==> config.mk <==
export PLATFORM = sky130hd
export DESIGN_NAME = uart_tx_arbiter
export DESIGN_NICKNAME = d
export VERILOG_FILES = /design/src/rtl/uart_tx_arbiter.sv
export SDC_FILE = /design/constraint.sdc
export NUM_CORES = 1
export LEC_CHECK = 0
export CORE_MARGIN = 4
export CORE_UTILIZATION = 38
export CTS_BUF_LIST = sky130_fd_sc_hd__clkbuf_8
export DETAILED_ROUTE_END_ITERATION = 16
export MAX_ROUTING_LAYER = met4
export PLACE_DENSITY = 0.82
export SYNTH_ARGS = -nofsm -noshare
export SYNTH_HDL_FRONTEND = slang
export SYNTH_SLANG_ARGS = --single-unit
==> constraint.sdc <==
create_clock -name clk -period 1.66 [get_ports clk]
set_clock_uncertainty 0.05 [all_clocks]
set_input_delay 0.249 -clock clk [delete_from_list [all_inputs] [get_ports clk]]
set_output_delay 0.249 -clock clk [all_outputs]
set_load 0.01 [all_outputs]
==> src/rtl/uart_tx_arbiter.sv <==
// Round-robin arbiter sharing one UART transmitter among N_REQ byte producers.
// Define UART_ARB_TAG_EN to precede each byte with a TAG_PREFIX|grant_id frame.
module uart_tx_arbiter #(
   parameter int N_REQ = 4,
   parameter int D_BITS = 8,
   parameter logic [D_BITS-1:0] TAG_PREFIX = D_BITS'(8'hA0)
) (
   input  logic                      clk,
   input  logic                      reset_n,
   input  logic [N_REQ-1:0]          req_valid,
   input  logic [N_REQ*D_BITS-1:0]   req_data,
   output logic [N_REQ-1:0]          req_ready,
   output logic [D_BITS-1:0]         tx_din,
   output logic                      tx_start,
   input  logic                      tx_done_tick,
   output logic                      busy,
   output logic [((N_REQ > 1) ? $clog2(N_REQ) : 1)-1:0] grant_id
);

   localparam int GW = (N_REQ > 1) ? $clog2(N_REQ) : 1;
   localparam logic [GW:0] NR = (GW+1)'(N_REQ);
   localparam logic [GW-1:0] LAST = GW'(N_REQ - 1);

`ifdef UART_ARB_TAG_EN
   typedef enum logic [1:0] {IDLE, WAIT_TAG, WAIT_DATA} state_t;
`else
   typedef enum logic [1:0] {IDLE, WAIT_DATA} state_t;
`endif

   state_t            state;
   logic [GW-1:0]     rr_ptr;
   logic [GW-1:0]     g;
   logic [GW:0]       sum;
   logic              found;
   logic [D_BITS-1:0] bytes [N_REQ];

`ifdef UART_ARB_TAG_EN
   logic [D_BITS-1:0] data;
`else
   logic unused_tag;
   assign unused_tag = ^TAG_PREFIX;
`endif

   for (genvar i = 0; i < N_REQ; i++) begin : g_bytes
      assign bytes[i] = req_data[i*D_BITS +: D_BITS];
   end

   // Scan from the highest offset down so the lowest offset from rr_ptr wins.
   always_comb begin
      g = '0;
      found = 1'b0;
      sum = '0;
      for (int k = N_REQ - 1; k >= 0; k--) begin
         sum = {1'b0, rr_ptr} + (GW+1)'(k);
         if (sum >= NR) sum = sum - NR;
         if (req_valid[sum[GW-1:0]]) begin
            g = sum[GW-1:0];
            found = 1'b1;
         end
      end
   end

   assign req_ready = (reset_n && state == IDLE && found)
                    ? (N_REQ'(1) << g) : '0;
   assign busy = (state != IDLE);

   always_ff @(posedge clk) begin
      if (!reset_n) begin
         state    <= IDLE;
         rr_ptr   <= '0;
         tx_start <= 1'b0;
         tx_din   <= '0;
         grant_id <= '0;
`ifdef UART_ARB_TAG_EN
         data     <= '0;
`endif
      end else begin
         tx_start <= 1'b0;
         unique case (state)
            IDLE: begin
               if (found) begin
                  grant_id <= g;
                  tx_start <= 1'b1;
`ifdef UART_ARB_TAG_EN
                  data   <= bytes[g];
                  tx_din <= TAG_PREFIX | D_BITS'(g);
                  state  <= WAIT_TAG;
`else
                  tx_din <= bytes[g];
                  state  <= WAIT_DATA;
`endif
               end
            end
`ifdef UART_ARB_TAG_EN
            WAIT_TAG: begin
               if (tx_done_tick && !tx_start) begin
                  tx_din   <= data;
                  tx_start <= 1'b1;
                  state    <= WAIT_DATA;
               end
            end
`endif
            WAIT_DATA: begin
               // a done tick coinciding with our own start pulse is stale
               if (tx_done_tick && !tx_start) begin
                  rr_ptr <= (grant_id == LAST) ? '0 : grant_id + GW'(1);
                  state  <= IDLE;
               end
            end
            default: state <= IDLE;
         endcase
      end
   end

endmodule

==> flow_metrics.tcl <==
set metrics [dict create \
    port_buffers 54 \
    synth-edff-count 0 \
    yosysUniqueCellTypes 30 \
    clock-sinks 14 \
    avgRoutedWirePerCell_um 15.8 \
    clkTransAtPathRegs_ps 60 \
    max_cap_violations 0 \
    yosysWarnings 0 \
    period_share 1.10 \
    drtPass1Iterations 4 \
    arrival_ps 1530 \
    die_w_um 56.6 \
    p_switching_mw 0.310 \
    num_vias 1111 \
    ctsHoldBuffers 0 \
    synth-compound-area-share 0.250 \
    synth_mux_area_frac 0.124 \
    synthAdderAreaFrac 0.0140 \
    drtIter0Drc 26 \
    grt_pass1_vias 1189 \
    path_max_fanout 4 \
    setup_viol 6 \
    whs_ps 456 \
    grt_pass1_wl_um 5200 \
    p_clk_frac 0.247 \
    rows 17 \
    worst_ep_required_time_ps 1360 \
    synth.avg_cell_area_um2 8.53 \
    hold_viol_final 0 \
    ir_drop_mv 0.362 \
    crit_path_start_kind "flop" \
    final_cell_count_no_fill 208 \
    async_reset_ff_frac 0 \
    maxSlewHeadroom 0.806 \
    rsz0062_at_grt "yes" \
    total_power_mw 1.11 \
    n_antenna_cell 0 \
    cts_root_buf "clkbuf_8" \
    place_congestion 0.814 \
    pre_cts_slack_ps -821 \
    h-tree-depth 1 \
    clkLatencyLatePin_ps 240 \
    ys_top_cells_by_count "dfxtp_1 (14), mux2i_1 (10)" \
    synth_seq_cells 14 \
    p_sw_frac 0.280 \
    synth_xor_area_frac 0 \
    synth_ff_type "dfxtp_1" \
    overflow 0 \
    syn_inst 105 \
    status "finished with violations" \
    internal-power_mw 0.796 \
    seqPwrFrac 0.357 \
    synthSimpleGateAreaFrac 0.251 \
    grt_max_degree 12 \
    worst_setup_path_end_kind "primary output" \
    ant_nets 0 \
    max_freq_mhz 546 \
    leakagePower_nw 0.725 \
    synthesis.nets 145 \
    synth_area_leaders "dfxtp_1 (31%), mux2i_1 (11%), a21boi_0 (6.7%)" \
    synth.top_cell.area_share 0.313 \
    grtUsageTotal 0.211 \
    combPwrFrac 0.397 \
    viasPerCell 5.34 \
    synth_top_family_by_area "simple AND/OR/NAND/NOR gates" \
    post-route-drc-count 0 \
    cts_made_buffers 3 \
    start_util 0.401 \
    yosysTopAreaCell "dfxtp_1" \
    drv_slew 0 \
    fin_crit_ps 1830 \
    violations "setup timing" \
    pin_count 55 \
    fin_nets 222 \
    syn_area_um2 896 \
    yosysSeqAreaShare 0.313 \
    wl_um 3290 \
    tightest_slew_ps 289 \
    area_growth_pct 89.8 \
    fin_ws_ps -173 \
    utilization 0.761 \
    core-area_mm2 0.00223 \
    p_per_area_mw_per_mm2 650 \
    die_h_um 56.6 \
    final_layout_size_suffix_gt1_frac 0.272 \
    cts_tree "yes" \
    hold_class "flop to flop" \
    path_class "flop to primary output" \
    die_area_mm2 0.00320 \
    hpwlAfterDp_um 2560 \
    synthMostInstantiatedCell "dfxtp_1" \
    antenna_found_initial 0 \
    cts_buffer_depth 2 \
    dp_cells 199 \
]
[worst max-delay path, cell delays in order (launching register included)]
cell     delay, ps
dfxtp_4        370
nor2b_4         40
o21a_1         220
nor4_4         260
buf_4          170
and2_4         130
buf_6           90
[cell usage in the layout, fill, tap and decap left out, drive strengths merged, types with 2 or more instances in the layout]
cell type	instances
clkbuf	4
nor3	2
buf	28
a21boi	8
and3	8
clkdlybuf4s15	3
a211o	2
mux2i	10
and2	4
clkdlybuf4s50	45
nand2	3
nand3	8
o211ai	8
a21oi	2
o21ai	8
nor2b	4
dfxtp	14
nor2	7
[registers in the layout, indices dropped and copies added, names as in the netlist]
| register | count |
|---|---|
| tx_start | 1 |
| rr_ptr | 2 |
| grant_id | 2 |
| state | 1 |
| tx_din | 8 |
[cell type report]
class	instances	area, um2
timing repair buffer	78	716
tap	28	35.0
inverter	2	7.51
multi-input combinational	83	616
clock buffer	3	41.3
sequential	14	285
fill	161	533
[stage by stage]
stage | area (um2) | TNS [ps]
after floorplan | 896 | 0
after global placement | 1570 | -6450
after detailed placement | 1570 | -7280
after CTS | 1660 | -517
after global routing | 1700 | -1250
final | 1700 | -536
[logic make-up (layout without fill, tap and decap cells)]
kind of cell | Yosys count | after routing
adders and majority gates | 1 | 1
AOI/OAI and AO/OA | 32 | 32
buffers and inverters | 8 | 83
and+or+nand+nor | 39 | 39
muxes | 11 | 11
DFF | 14 | 14
[power by group through the flow]
stage	combinational, mW	sequential [mW]	clock, mW
after floorplan	0.150	0.412	0
after global placement	0.387	0.397	0
after detailed placement	0.399	0.400	0
after CTS	0.418	0.394	0.272
after global routing	0.470	0.398	0.288
final	0.439	0.394	0.273
[worst paths after layout]
path | from | end | slack [ps] | depth (start not counted)
max | rr_ptr[0] | req_ready[3] | -170 | 6
min | tx_din[5] | tx_din[5] | 460 | 2
max reg2reg | rr_ptr[0] | grant_id[0] | -40 | 8
min reg2reg | tx_din[5] | tx_din[5] | 460 | 2
[routing by layer]
| metal | GRT usage | wire (um) |
|---|---|---|
| met5 | - | 0 |
| met4 | 0.0949 | 89 |
| met3 | 0.0253 | 229 |
| met2 | 0.365 | 1670 |
| met1 | 0.241 | 1300 |
[timing repair]
item / 4_1_cts / 5_1_grt
endpoints found under the setup margin: 13 / 10
buffers inserted: 3 / 4
hold endpoints to repair: 0 / 0
resized for setup: 38 / 8
pin swaps: 7 / 7
(Power assumes the default switching activity.)
